[src/rtl/acortex_lb_pkg.sv]
// rtl/acortex_lb_pkg.sv - shared types and constants for the ACORTEX local bus master
package acortex_lb_pkg;

  // Transaction sequencer states
  typedef enum logic [1:0] {
    ST_IDLE  = 2'd0,
    ST_ISSUE = 2'd1,
    ST_WAIT  = 2'd2,
    ST_RESP  = 2'd3
  } lb_state_t;

  // Cycles spent in WAIT before the transaction is declared dead
  localparam int LB_TOUT_CYC_DEF = 200;

  // Read data returned to the host when the responder never answers
  localparam logic [15:0] LB_ERR_CODE = 16'hdead;

  // Block select field of the LB address; the remaining bits are the block offset
  localparam int LB_BLK_MSB = 11;
  localparam int LB_BLK_LSB = 8;

endpackage

[src/rtl/acortex_lb_master.sv]
// rtl/acortex_lb_master.sv - single-outstanding local bus initiator with timeout
module acortex_lb_master
  import acortex_lb_pkg::*;
#(
  parameter int P_LB_ADDR_W = 12,
  parameter int P_LB_DATA_W = 16,
  parameter int P_TOUT_W    = 8,
  parameter int P_TOUT_CYC  = LB_TOUT_CYC_DEF
) (
  input  logic                   clk_ir,
  input  logic                   rst_il,
  input  logic                   host_req_ih,
  input  logic                   host_rd_nwr_ih,
  input  logic [P_LB_ADDR_W-1:0] host_addr_id,
  input  logic [P_LB_DATA_W-1:0] host_wr_data_id,
  output logic                   host_ready_oh,
  output logic                   host_rsp_valid_oh,
  output logic [P_LB_DATA_W-1:0] host_rsp_data_od,
  output logic                   host_rsp_err_oh,
  output logic                   lb_rd_en_oh,
  output logic                   lb_wr_en_oh,
  output logic [P_LB_ADDR_W-1:0] lb_addr_od,
  output logic [P_LB_DATA_W-1:0] lb_wr_data_od,
  input  logic                   lb_rd_valid_id,
  input  logic [P_LB_DATA_W-1:0] lb_rd_data_id,
  input  logic                   lb_wr_valid_id
);

  lb_state_t             state, state_nxt;
  logic                  rd_nwr, rd_nwr_nxt;
  logic [P_TOUT_W-1:0]   cnt, cnt_nxt;
  logic                  ready_nxt, rsp_valid_nxt, rsp_err_nxt;
  logic                  rd_en_nxt, wr_en_nxt;
  logic [P_LB_DATA_W-1:0] rsp_data_nxt, wr_data_nxt;
  logic [P_LB_ADDR_W-1:0] addr_nxt;
  logic                  expired;

  // Last WAIT cycle before giving up on the responder
  assign expired = (cnt == P_TOUT_W'(P_TOUT_CYC - 1));

  // State register
  always_ff @(posedge clk_ir or negedge rst_il) begin
    if (!rst_il) state <= ST_IDLE;
    else         state <= state_nxt;
  end

  // Next state and next values of every registered output
  always_comb begin
    state_nxt     = state;
    ready_nxt     = host_ready_oh;
    rd_en_nxt     = 1'b0;
    wr_en_nxt     = 1'b0;
    rsp_valid_nxt = 1'b0;
    rsp_data_nxt  = host_rsp_data_od;
    rsp_err_nxt   = host_rsp_err_oh;
    addr_nxt      = lb_addr_od;
    wr_data_nxt   = lb_wr_data_od;
    rd_nwr_nxt    = rd_nwr;
    cnt_nxt       = cnt;
    unique case (state)
      ST_IDLE: begin
        ready_nxt = 1'b1;
        if (host_req_ih) begin
          rd_nwr_nxt  = host_rd_nwr_ih;
          addr_nxt    = host_addr_id;
          wr_data_nxt = host_wr_data_id;
          rd_en_nxt   = host_rd_nwr_ih;
          wr_en_nxt   = !host_rd_nwr_ih;
          ready_nxt   = 1'b0;
          state_nxt   = ST_ISSUE;
        end
      end
      ST_ISSUE: begin
        // Enable drops here: the responder decodes on the enable level
        cnt_nxt   = '0;
        state_nxt = ST_WAIT;
      end
      ST_WAIT: begin
        cnt_nxt = cnt + 1'b1;
        // A matching valid beats a simultaneous expiry
        if (rd_nwr && lb_rd_valid_id) begin
          rsp_valid_nxt = 1'b1;
          rsp_data_nxt  = lb_rd_data_id;
          rsp_err_nxt   = 1'b0;
          state_nxt     = ST_RESP;
        end else if (!rd_nwr && lb_wr_valid_id) begin
          rsp_valid_nxt = 1'b1;
          rsp_data_nxt  = '0;
          rsp_err_nxt   = 1'b0;
          state_nxt     = ST_RESP;
        end else if (expired) begin
          rsp_valid_nxt = 1'b1;
          rsp_data_nxt  = P_LB_DATA_W'(LB_ERR_CODE);
          rsp_err_nxt   = 1'b1;
          state_nxt     = ST_RESP;
        end
      end
      ST_RESP: begin
        ready_nxt = 1'b1;
        state_nxt = ST_IDLE;
      end
      default: state_nxt = ST_IDLE;
    endcase
  end

  // Output and datapath registers
  always_ff @(posedge clk_ir or negedge rst_il) begin
    if (!rst_il) begin
      host_ready_oh     <= 1'b1;
      host_rsp_valid_oh <= 1'b0;
      host_rsp_data_od  <= '0;
      host_rsp_err_oh   <= 1'b0;
      lb_rd_en_oh       <= 1'b0;
      lb_wr_en_oh       <= 1'b0;
      lb_addr_od        <= '0;
      lb_wr_data_od     <= '0;
      rd_nwr            <= 1'b0;
      cnt               <= '0;
    end else begin
      host_ready_oh     <= ready_nxt;
      host_rsp_valid_oh <= rsp_valid_nxt;
      host_rsp_data_od  <= rsp_data_nxt;
      host_rsp_err_oh   <= rsp_err_nxt;
      lb_rd_en_oh       <= rd_en_nxt;
      lb_wr_en_oh       <= wr_en_nxt;
      lb_addr_od        <= addr_nxt;
      lb_wr_data_od     <= wr_data_nxt;
      rd_nwr            <= rd_nwr_nxt;
      cnt               <= cnt_nxt;
    end
  end

endmodule
[config.mk]
export PLATFORM = sky130hd
export DESIGN_NAME = acortex_lb_master
export DESIGN_NICKNAME = d
export VERILOG_FILES = /design/src/rtl/acortex_lb_pkg.sv /design/src/rtl/acortex_lb_master.sv
export SDC_FILE = /design/constraint.sdc
export NUM_CORES = 1
export LEC_CHECK = 0
export CAP_MARGIN = 20
export CELL_PAD_IN_SITES_DETAIL_PLACEMENT = 1
export CELL_PAD_IN_SITES_GLOBAL_PLACEMENT = 1
export CORE_ASPECT_RATIO = 0.7
export CORE_MARGIN = 2
export CORE_UTILIZATION = 36
export CTS_BUF_LIST = sky130_fd_sc_hd__clkbuf_16
export CTS_CLUSTER_DIAMETER = 60
export DETAILED_ROUTE_END_ITERATION = 8
export PLACE_DENSITY_LB_ADDON = 0.1
export SYNTH_ARGS = -nofsm -noshare
export SYNTH_HDL_FRONTEND = slang
export SYNTH_SLANG_ARGS = --single-unit
export TNS_END_PERCENT = 30
[constraint.sdc]
create_clock -name clk_ir -period 5.7 [get_ports clk_ir]
set_clock_uncertainty 0.2 [all_clocks]
set_input_delay 0.855 -clock clk_ir [delete_from_list [all_inputs] [get_ports clk_ir]]
set_output_delay 0.855 -clock clk_ir [all_outputs]
set_load 0.02 [all_outputs]
## After elaboration in Yosys (flattened, before gate mapping)

Index checks and enable logic that the tools add are counted.

- Input port bits: 50
- Register bits after elaboration: 60
- Output and inout bits: 49
- Logic and storage cells: 51

- Equality and inequality tests: 6
- Mux-type cells: 22
- Add/sub/neg operators: 1
- Reductions and logical operators: 11

Operators with widths:

| kind | count |
|---|---|
| $mux 16 | 3 |
| $pmux 8 s2 | 1 |
| $mux 1 | 12 |
| $add 8x1->8 const B | 1 |
| $eq 8x8->1 const B | 1 |
| $mux 2 | 4 |
| $pmux 2 s4 | 1 |
| $reduce_and 2->1 | 3 |
| $eq 2x2->1 const B | 2 |
| $ne 4x4->1 const B | 1 |
| $reduce_bool 2->1 | 2 |
| $reduce_bool 3->1 | 1 |
| $eq 2x1->1 const B | 1 |
| $logic_and 1x1->1 | 2 |
| $logic_not 1->1 | 2 |
| $logic_not 2->1 | 1 |
| $ne 2x2->1 const B | 1 |
| $pmux 1 s2 | 1 |

## Longest topological paths before layout

Gate-level depths: netlist (run 1).

- Word-level depth: 5
- Mapped depth: 6
- Mapped depth without buffers: 6

## Worst setup path after synthesis (run 1)

No wires, ideal clock.

- Path type: input port to flip-flop
- Start: input port lb_wr_valid_id
- End: register state[1]
- Cell stages on the path: 3
- Slack: 3.645 ns
- Buffers on the path: 0
- Setup time: 0.125 ns
- Data arrival time: 1.730 ns
- Data required time: 5.375 ns
- Cell sequence: mux2_4 -> o32a_4 -> mux2_4

- Word-level cells in the longest chain between the ends: 4
- Elaborated cells on any way between the ends: 6
- Those cells by class: 1 x eq/ne; 3 x mux; 2 x reduce/logical

Ends and longest elaborated chain:

| item | RTL line | source |
|---|---|---|
| from (decl) | acortex_lb_master.sv:26 | `input logic lb_wr_valid_id` |
| $logic_and 1x1->1 * | acortex_lb_master.sv:86 | `end else if (!rd_nwr && lb_wr_valid_id) begin` |
| $mux 2 | acortex_lb_master.sv:86 |  |
| $mux 2 | acortex_lb_master.sv:81 | `if (rd_nwr && lb_rd_valid_id) begin` |
| $pmux 2 s4 | acortex_lb_master.sv:60 | `unique case (state)` |
| to (signal assigned) | acortex_lb_master.sv:44 | `else state <= state_nxt;` |
| to (decl) | acortex_lb_master.sv:29 | `lb_state_t state, state_nxt;` |

Every way passes the cells marked *; elsewhere a longest branch is shown, timed or not.
A chain may end at the register's enable or synchronous reset.

## Final worst setup path (run 1)

- Start: input port host_req_ih
- End: register lb_addr_od[4]

- Word-level cells in the longest chain between the ends: 1

Ends and longest elaborated chain:

| item | RTL line | source |
|---|---|---|
| from (decl) | acortex_lb_master.sv:12 | `input logic host_req_ih,` |
| $reduce_and 2->1 (no line) | - |  |
| to (signal assigned) | acortex_lb_master.sv:126 | `lb_addr_od <= addr_nxt;` |
| to (decl) | acortex_lb_master.sv:22 | `output logic [P_LB_ADDR_W-1:0] lb_addr_od,` |

No other way between the ends.

==> results by group, run 1 <==
Status
  • Status: complete, no violations

Timing
  • Unrepaired setup endpoints after global routing: false
  • Fin crit share: 0.4606
  • Tightest Pin Transition: slightly below 0.8 ns
  • Final Max Slew Viols: 0
  • Worst setup margin: about 3.1 ns
  • Setup TNS: 0 ns
  • Hold Violations, Final: 0
  • Final setup viols: 0
  • Slew margin rel.: 0.4857
  • Tmin final: about 2.6 ns
  • Max frequency: 380.9 MHz

Global route
  • Total gr overflow: 0
  • GRT Total Usage: 0.1861
  • Vias in the first global route: 2015
  • First-pass GRT wire length: between 10000 and 15000 µm
  • Largest net degree at the start of global routing: slightly above 60
  • Initial antenna violation count: 0

Place
  • I/O Buffers: 98
  • GP Congestion: 0.7550
  • DP HPWL: 4593 µm
  • Place WS: 2.695 ns

Synthesis
  • Count of cell types in the netlist: 33
  • Synth warn: 0
  • Avg Inst Size Synth: 12.80 µm²
  • Post-synth EDFFs: 0
  • Syn nets: 250
  • Area of the mapped netlist: 2509 µm²
  • FF+latch count, synth: 60
  • Syn Inst Count: 196
  • Async set-reset flop share out of synthesis: 1.000
  • Register area share after synthesis: 0.5990
  • Prevailing post-synth register cell: dfrtp_1

Power
  • Internal power: 0.001416 W
  • NetSw: 0.0007878 W
  • Overall Power: 0.002203 W
  • Sequential power share: 0.320
  • Combinational share of power: 0.436
  • Net Sw Frac: 0.3575
  • Power density cells: 568.4 nW/µm²
  • Pleak: between 1.5 and 2 nW
  • Max VDD drop: 261.1 µV
  • Clock power frac: 0.244

Floorplan
  • IO Pins: 99
  • Starting Density: 0.3713
  • # rows: 25
  • DIE AREA: 7663 µm²
  • Die Span X: 103.8 µm
  • Chip height: 73.84 µm
  • Core area: 6756 µm²

CTS
  • Worst skew pair latency: between 0.3 and 0.4 ns
  • Clock-pin slew on the worst setup and hold paths: 0.06 ns
  • CTS Buf Count: 9
  • CTS max path bufs: 2
  • H-tree depth: 3
  • CTS tree: yes
  • CTS Sinks: 60
  • Cts repair resizes: 0
  • Post-CTS setup buffers: 0
  • Root buf cell: clkbuf_16
  • Hold-fix buffers, CTS: 0

Drt
  • Post-Route WL: 6479 µm
  • Drt first pass iters: 4
  • Vias per cell: between 4 and 5
  • Initial drt markers: 54
  • DRT antenna net count: 0
  • Per-cell routed wire length: 16.28 µm
  • Vias: 1869
  • DR DRC count: 0

Worst hold path
  • Worst hold-check path type: reg -> reg

Critical path
  • CP startpoint kind: primary input
  • Critical Path AT: 2.62 ns
  • Slack of the worst reg-to-reg path: 3.44 ns
  • Crit. End Element: flip-flop
  • Setup Crit Path Kind: in -> reg
  • Max FO, Critical Path: 16
  • Worst Path Required: between 5 and 6 ns

Job
  • Max cap viols: 0

Final layout
  • Nets: 353
  • Area grow syn2layout: 54.51%
  • Inserted Diodes: 0
  • Fraction of layout cells with a size suffix above 1: 0.1184
## area by class of cell
| cell class | count | area (µm²) |
|---|---|---|
| clock buffer | 9 | 225.2 |
| clock inverter | 7 | 76.32 |
| fill | 713 | 2880 |
| inverter | 19 | 71.32 |
| multi-input combinational | 109 | 892.1 |
| sequential | 60 | 1503 |
| tap | 94 | 117.6 |
| timing repair buffer | 100 | 991.0 |
## cell usage after synthesis, types with 4 or more instances
cell type   n  area [µm²]
a21oi_2    10       87.58
a21oi_1     6       30.03
o21ai_0     5       25.02
nand2_1     8       30.03
a22o_1      5       43.79
ha_1        4       50.05
nand3_1     4       20.02
mux2_1     28       315.3
buf_2       4       20.02
dfrtp_1    59        1476
o21ai_1    11       55.05
inv_1      19       71.32
## routing by layer
layer	global-route usage	vias to the layer above	wire length, µm
met1	0.2447	917	3016
li1	-	884	-
met2	0.2958	61	3039
met3	0.05679	7	371
met5	0	-	0
met4	0.06757	0	52
## registers in the layout (all words and copies together) (netlist names)
name	count
host_ready_oh	1
cnt	8
rd_nwr	1
host_rsp_err_oh	1
lb_addr_od	12
lb_wr_en_oh	1
state	2
lb_rd_en_oh	1
host_rsp_data_od	16
lb_wr_data_od	16
host_rsp_valid_oh	1
## worst paths after layout
path / from / endpoint / cells past startpoint
worst max-delay path: host_req_ih / lb_addr_od[4] / 4
worst min register to register: host_ready_oh / host_ready_oh / 2
worst max register to register: state[1] / lb_addr_od[4] / 5
worst min-delay path: host_ready_oh / host_ready_oh / 2
max in group asynchronous: rst_il / host_rsp_data_od[6] / 2
min in group asynchronous: rst_il / lb_addr_od[9] / 2
## power groups by stage
stage / sequential (W) / clock [W] / combinational (W)
6_report: 0.000705 / 0.000538 / 0.000960
3_5_place_dp: 0.000710 / 0 / 0.000968
3_3_place_gp: 0.000704 / 0 / 0.000942
2_1_floorplan: 0.000891 / 0 / 0.000336
4_1_cts: 0.000708 / 0.000553 / 0.000973
5_1_grt: 0.000729 / 0.000568 / 0.00103
## kinds of logic (layout without fill, tap and decap cells)
kind of cell,after synthesis,after routing,synth area share
AOI/OAI and AO/OA,44,44,0.1247
xor gates and xnor gates,2,2,0.006984
muxes,31,31,0.1416
adders and majority gates,4,4,0.01995
DFF,60,60,0.5990
and+or+nand+nor,28,28,0.06235
buffers and inverters,27,135,0.04539
## metrics by stage
step	hold WS, ns	area [µm²]	util	std cells
after floorplan	0.2783	2509	-	196
after global placement	0.2585	3575	0.5291	382
after detailed placement	0.2653	3575	0.5291	382
after CTS	0.2747	3876	0.5737	398
after global routing	0.2999	3876	0.5737	398
final	0.2700	3876	0.5737	398
## layout by cell type, fill, tap and decap left out, types with 4 or more instances in the layout
master	instances
a22o_1	5
dfrtp_1	59
a21oi_1	6
a21oi_2	10
nand2_1	8
o21ai_0	5
inv_1	19
clkbuf_16	9
clkdlybuf4s50_1	97
o21ai_1	11
mux2_1	28
ha_1	4
nand3_1	4
## worst max-delay path: stages
cell and delay, ns:
clkdlybuf4s50_1 0.49, nand2_1 0.52, buf_4 0.36, mux2_1 0.39
Power figures use the tool's default switching activity.
==> inputs of run 2 (changes only) <==
--- a/config.mk
+++ b/config.mk
@@ -10,7 +10,7 @@
 export CELL_PAD_IN_SITES_GLOBAL_PLACEMENT = 1
 export CORE_ASPECT_RATIO = 0.7
 export CORE_MARGIN = 2
-export CORE_UTILIZATION = 36
+export CORE_UTILIZATION = 33
 export CTS_BUF_LIST = sky130_fd_sc_hd__clkbuf_16
 export CTS_CLUSTER_DIAMETER = 60
 export DETAILED_ROUTE_END_ITERATION = 8
==> constraint.sdc (replaced) <==
create_clock -name clk_ir -period 2.6 [get_ports clk_ir]
set_clock_uncertainty 0.2 [all_clocks]
set_input_delay 0.39 -clock clk_ir [delete_from_list [all_inputs] [get_ports clk_ir]]
set_output_delay 0.39 -clock clk_ir [all_outputs]
set_load 0.02 [all_outputs]
==> run 2 against run 1 <==
Core utilization decreased by 3.5 points. Critical path depth decreased by 3. First-iteration DRC count decreased by 1.9%.
==> results by group, run 2 (synthesis gave the netlist of run 1 again) <==
Timing
  • Final setup viols: 0
  • Tmin final: 2.039 ns
  • Hold Slack: 0.2760 ns
  • Tightest Pin Transition: 0.7088 ns
  • Unrepaired setup endpoints after global routing: false
  • Worst setup margin: 0.5608 ns
  • Slew margin rel.: 0.5274
  • Fin crit share: 0.7843
  • Hold Violations, Final: 0
  • Final Max Slew Viols: 0
  • Setup TNS: 0 ns
  • Max frequency: 490.4 MHz

Drt
  • Initial drt markers: 53
  • Vias per cell: between 4 and 5
  • Per-cell routed wire length: 15.51 µm
  • DRT antenna net count: 0
  • DR DRC count: 0
  • Post-Route WL: 6297 µm
  • Vias: roughly 1900
  • Drt first pass iters: 4

Critical path
  • RR Startpoint: state[0]
  • CP top delay family: buffers and inverters
  • Buf/Inv on CP: 1
  • Worst R2R End: host_rsp_data_od[5]
  • CP startpoint: host_ready_oh
  • Setup Crit Path Kind: reg -> out
  • CP peak stage delay: between 0.6 and 0.7 ns
  • Crit path to: host_ready_oh
  • Crit-path cells: clkdlybuf4s50_1
  • Stages on worst setup path: 1
  • Worst Path Required: 2.01 ns
  • Slack of the worst reg-to-reg path: 0.56 ns
  • R2R cell count: 6
  • Max FO, Critical Path: 2
  • CP startpoint kind: flip-flop
  • Crit. End Element: output pin
  • Critical Path AT: between 1 and 1.5 ns
  • Slowest CP cell: clkdlybuf4s50_1

Power
  • Combinational share of power: 0.436
  • Sequential power share: 0.311
  • Max VDD drop: about 440 µV
  • Power density cells: 1246 nW/µm²
  • Net Sw Frac: 0.3422
  • Pleak: about 1.7 nW
  • Internal power: 0.003228 W
  • NetSw: 0.001679 W
  • Clock power frac: 0.253

Final layout
  • Post-Route Utilization: 0.5383
  • Finished Layout Cells: 406
  • Fraction of layout cells with a size suffix above 1: 0.1234
  • Register area: 1503 µm²
  • Area of the multi-input gates: 892.1 µm²
  • Area grow syn2layout: 57.06%
  • Most common cell after layout, fill and taps aside: clkdlybuf4s50_1
  • Nets: 357
  • Inserted Diodes: 0
  • Most frequent cells in the layout: clkdlybuf4s50_1, dfrtp_1, mux2_1
  • Biggest registers after layout: host_rsp_data_od (16), lb_wr_data_od (16), lb_addr_od (12)
  • Fillers: 772

Floorplan
  • IO Pins: 99
  • # rows: 26
  • Starting Density: 0.3427
  • Core area: 7320 µm²
  • DIE AREA: 8327 µm²
  • Die Span X: 108.2 µm
  • Chip height: 76.95 µm

Place
  • Place WS: 0.4983 ns
  • GP Congestion: 0.7525
  • DP HPWL: between 4000 and 5000 µm
  • Placed insts: roughly 400
  • I/O Buffers: 98

Status
  • Status: complete, no violations

CTS
  • Clock-pin slew on the worst setup and hold paths: 0.05 ns
  • CTS tree: yes
  • CTS max path bufs: 2
  • H-tree depth: 3
  • CTS Buf Count: 9
  • Cts repair resizes: 0
  • Worst skew pair latency: between 0.3 and 0.4 ns
  • Root buf cell: clkbuf_16
  • CTS Sinks: 60

Global route
  • Initial antenna violation count: 0
  • Most Crowded Layer GR: met2
  • Vias in the first global route: 2040
  • Met1 Track Usage GR: 0.2097
  • Met3 usage: 0.05697
  • GRT Total Usage: 0.1654
  • Largest net degree at the start of global routing: 31
  • Total gr overflow: 0
  • Met2 global-route usage: 0.2648
  • First-pass GRT wire length: 10500 µm

Job
  • Max cap viols: 0

Worst hold path
  • Worst hold-check path type: reg -> reg
==> run 2: layout make-up <==
class / instances / area share
clock buffers: 9 / 0.05716
clock inverters: 7 / 0.02286
inverters: 19 / 0.01810
multi-input cells: 109 / 0.2264
flip-flops and latches: 60 / 0.3814
well taps: 98 / 0.03112
repair buffers: 104 / 0.2629
==> run 2: repair_timing <==
action,in CTS,in global routing
buffers inserted,0,0
endpoints found under the hold margin,22,0
hold buffers,1,0
==> run 2: through the flow <==
stage               instance area, µm²  total power [W]
finish                            3940         0.004907
global placement                  3615         0.003667
detailed placement                3615         0.003707
global route                      3940         0.005226
CTS                               3940         0.004981
floorplan                         2509         0.002689
==> run 2: worst min path at each step <==
stage                           from           endpoint  slack [ns]  depth (start not counted)
finish                 host_ready_oh      host_ready_oh        0.28                          2
global route        lb_wr_data_od[3]   lb_wr_data_od[3]        0.30                          1
CTS                    host_ready_oh      host_ready_oh        0.29                          2
detailed placement            rst_il  lb_wr_data_od[15]        0.22                          1
global placement              rst_il  lb_wr_data_od[15]        0.22                          1
floorplan                     rst_il             cnt[0]       -0.11                          0
==> run 2: routing by layer <==
metal  wire (µm)  vias up
met2        2959       55
met4          99        0
met3         424       10
met1        2813      922
met5           0        -
li1            -      888
==> run 2: power by group through the flow <==
stage / registers [W] / clock network [W] / logic, W
2_1_floorplan: 0.00195 / 0 / 0.000736
3_3_place_gp: 0.00153 / 0 / 0.00214
3_5_place_dp: 0.00155 / 0 / 0.00216
4_1_cts: 0.00153 / 0.00127 / 0.00218
5_1_grt: 0.00158 / 0.00133 / 0.00232
6_report: 0.00153 / 0.00124 / 0.00214
==> run 2: worst min-delay path, stage by stage, from the launching register on <==
cell and delay [ns]:
dfstp_2 0.36, inv_1 0.04, a21oi_1 0.06
==> inputs of run 3 (changes only) <==
--- a/config.mk
+++ b/config.mk
@@ -10,7 +10,7 @@
 export CELL_PAD_IN_SITES_GLOBAL_PLACEMENT = 1
 export CORE_ASPECT_RATIO = 0.7
 export CORE_MARGIN = 2
-export CORE_UTILIZATION = 33
+export CORE_UTILIZATION = 30
 export CTS_BUF_LIST = sky130_fd_sc_hd__clkbuf_16
 export CTS_CLUSTER_DIAMETER = 60
 export DETAILED_ROUTE_END_ITERATION = 8
==> constraint.sdc (replaced) <==
create_clock -name clk_ir -period 1.8 [get_ports clk_ir]
set_clock_uncertainty 0.2 [all_clocks]
set_input_delay 0.27 -clock clk_ir [delete_from_list [all_inputs] [get_ports clk_ir]]
set_output_delay 0.27 -clock clk_ir [all_outputs]
set_load 0.02 [all_outputs]
==> run 3 against run 2 <==
The flow now finishes with violations (setup timing). Combinational power grew 57%. Total power grew 50%. Non-clock buffer count is 23 higher. Wire length increased by 9.5%. Setup slack worse by 0.62 ns. Register-to-register slack lost 0.62 ns. Worst hold slack worse by 0.085 ns. Sequential power is 44% higher. Die area grew 9.5%. Count of clock-buffer cells in the layout stayed put. First-iteration DRC count grew 58%. Global-route usage shrank 0.66 points.
==> results by group, run 3 (synthesis gave the netlist of run 1 again) <==
CTS
  • Root buf cell: clkbuf_16
  • CTS max path bufs: 2
  • Clock-pin slew on the worst setup and hold paths: roughly 0.050 ns
  • CTS tree: yes
  • CTS Buf Count: 9
  • Worst skew pair latency: 0.32 ns
  • H-tree depth: 3
  • CTS Sinks: 60

Job
  • Max cap viols: 0

Critical path
  • Worst R2R End: host_rsp_data_od[7]
  • Crit-path cells: ha_2, nand4_1, nor4_4, buf_4, o21ai_4, clkbuf_16, a21oi_2
  • Crit. End Element: flip-flop
  • R2R cell count: 7
  • Slowest CP cell: dfrtp_1
  • CP startpoint kind: flip-flop
  • Critical Path AT: 1.90 ns
  • Max FO, Critical Path: 4
  • Setup Crit Path Kind: reg -> reg
  • Worst Path Required: about 1.9 ns
  • CP peak stage delay: ~0.37 ns
  • Slack of the worst reg-to-reg path: -0.05 ns
  • RR Startpoint: cnt[0]

Drt
  • Per-cell routed wire length: about 16 µm
  • Drt first pass iters: 4
  • Vias per cell: 4.618
  • DR DRC count: 0
  • Post-Route WL: 6894 µm
  • Initial drt markers: 84
  • DRT antenna net count: 0
  • Vias: 1995

Power
  • Power density cells: 1743 nW/µm²
  • Max VDD drop: 585.7 µV
  • Pleak: 1.937 nW
  • Overall Power: 0.007356 W

Timing
  • Hold Violations, Final: 0
  • Max frequency: 539.2 MHz
  • Unrepaired setup endpoints after global routing: true
  • Fin crit share: 1.030
  • Tightest Pin Transition: between 0.3 and 0.4 ns
  • Final setup viols: 10
  • Final Max Slew Viols: 0
  • Worst setup margin: -0.05453 ns
  • Slew margin rel.: 0.7659
  • Tmin final: around 1.9 ns
  • Hold Slack: 0.1906 ns

Final layout
  • Most common cell after layout, fill and taps aside: clkdlybuf4s50_1
  • Fraction of layout cells with a size suffix above 1: 0.1934
  • Inserted Diodes: 0
  • Area of the multi-input gates: 940.9 µm²
  • Fillers: 826
  • Register area: ~1500 µm²
  • Area grow syn2layout: 68.18%
  • Biggest registers after layout: host_rsp_data_od (16), lb_wr_data_od (16), lb_addr_od (12)
  • Most frequent cells in the layout: clkdlybuf4s50_1, dfrtp_1, mux2_1
  • Nets: 380

Global route
  • Vias in the first global route: 2063
  • Initial antenna violation count: 0
  • GRT Total Usage: 0.1588
  • Largest net degree at the start of global routing: 30
  • Total gr overflow: 0
  • First-pass GRT wire length: 11140 µm

Place
  • I/O Buffers: 98
  • DP HPWL: between 4000 and 5000 µm
  • Place WS: -0.1613 ns
  • GP Congestion: 0.7644

Floorplan
  • Chip height: 80.51 µm
  • Die Span X: 113.3 µm
  • IO Pins: 99
  • # rows: 27
  • Starting Density: 0.3147
  • Core area: 7973 µm²
  • DIE AREA: 9121 µm²

Status
  • Failing checks: setup timing
  • Status: complete, but fails checks

Worst hold path
  • Worst hold-check path type: in -> async
[run 3: cell count changes in the layout (fill, tap and decap cells not counted), moves of 2 or more]
cell | before | now
o21ai_4 | 0 | 2
clkdlybuf4s50_1 | 97 | 90
o21ai_2 | 2 | 0
inv_1 | 19 | 21
buf_12 | 1 | 3
buf_4 | 4 | 23
ha_1 | 4 | 2
dlymetal6s2s_1 | 0 | 6
[run 3: how the worst max path moves through the flow]
| stage | startpoint | end | slack (ns) | cells after the start |
|---|---|---|---|---|
| floorplan | cnt[0] | state[1] | -0.01 | 5 |
| detailed placement | lb_wr_valid_id | state[1] | -0.16 | 4 |
| CTS | cnt[0] | host_rsp_data_od[0] | -0.02 | 7 |
| global placement | lb_wr_valid_id | state[1] | -0.12 | 4 |
| finish | cnt[0] | host_rsp_data_od[7] | -0.05 | 7 |
| global route | cnt[0] | host_rsp_data_od[7] | -0.17 | 7 |
[run 3: cell type report]
class | instances | share of cell area
Timing Repair Buffer | 127 | 0.3007
Tap cell | 101 | 0.02995
Inverter | 19 | 0.01690
Clock buffer | 9 | 0.05338
Clock inverter | 7 | 0.01987
Sequential cell | 60 | 0.3562
Multi-Input combinational cell | 109 | 0.2230
[run 3: worst max-delay path: cells and delay by family, from the launching register on]
family / cells / cell delay, ns
buf+inv: 2 / 0.36
compound gates: 2 / 0.20
simple gates: 2 / 0.45
flops: 1 / 0.37
fa+ha+maj: 1 / 0.19
[run 3: timing repair]
item,in CTS,in global routing
setup buffers,2,5
hold buffers,1,0
gates resized for setup,1,15
pin swaps,0,23
endpoints found under the hold margin,59,0
endpoints found under the setup margin,13,54
cloned,0,1
[run 3: power by group]
part	switching [W]	internal (W)	total [W]	leakage, nW
clock	0.000591	0.00119	0.00178	0.155
combinational	0.00165	0.00172	0.00337	1.03
sequential	0.000292	0.00191	0.00221	0.749
[run 3: layer usage]
metal  track usage  wire length (µm)  share of wire
met1        0.2209              3294           0.48
met2        0.2359              3181           0.46
met3       0.04981               375          0.054
met4       0.05000                42         0.0061
met5             0                 0              0
[run 3: per-stage QoR]
stage / std cells / util / setup TNS [ns] / cell area, µm²
after global placement: 407 / 0.4711 / -0.3401 / 3756
after global routing: 432 / 0.5292 / -2.102 / 4219
after detailed placement: 407 / 0.4711 / -0.8975 / 3756
after floorplan: 196 / - / -0.01033 / 2509
after CTS: 426 / 0.5129 / -0.06515 / 4089
final: 432 / 0.5292 / -0.2817 / 4219
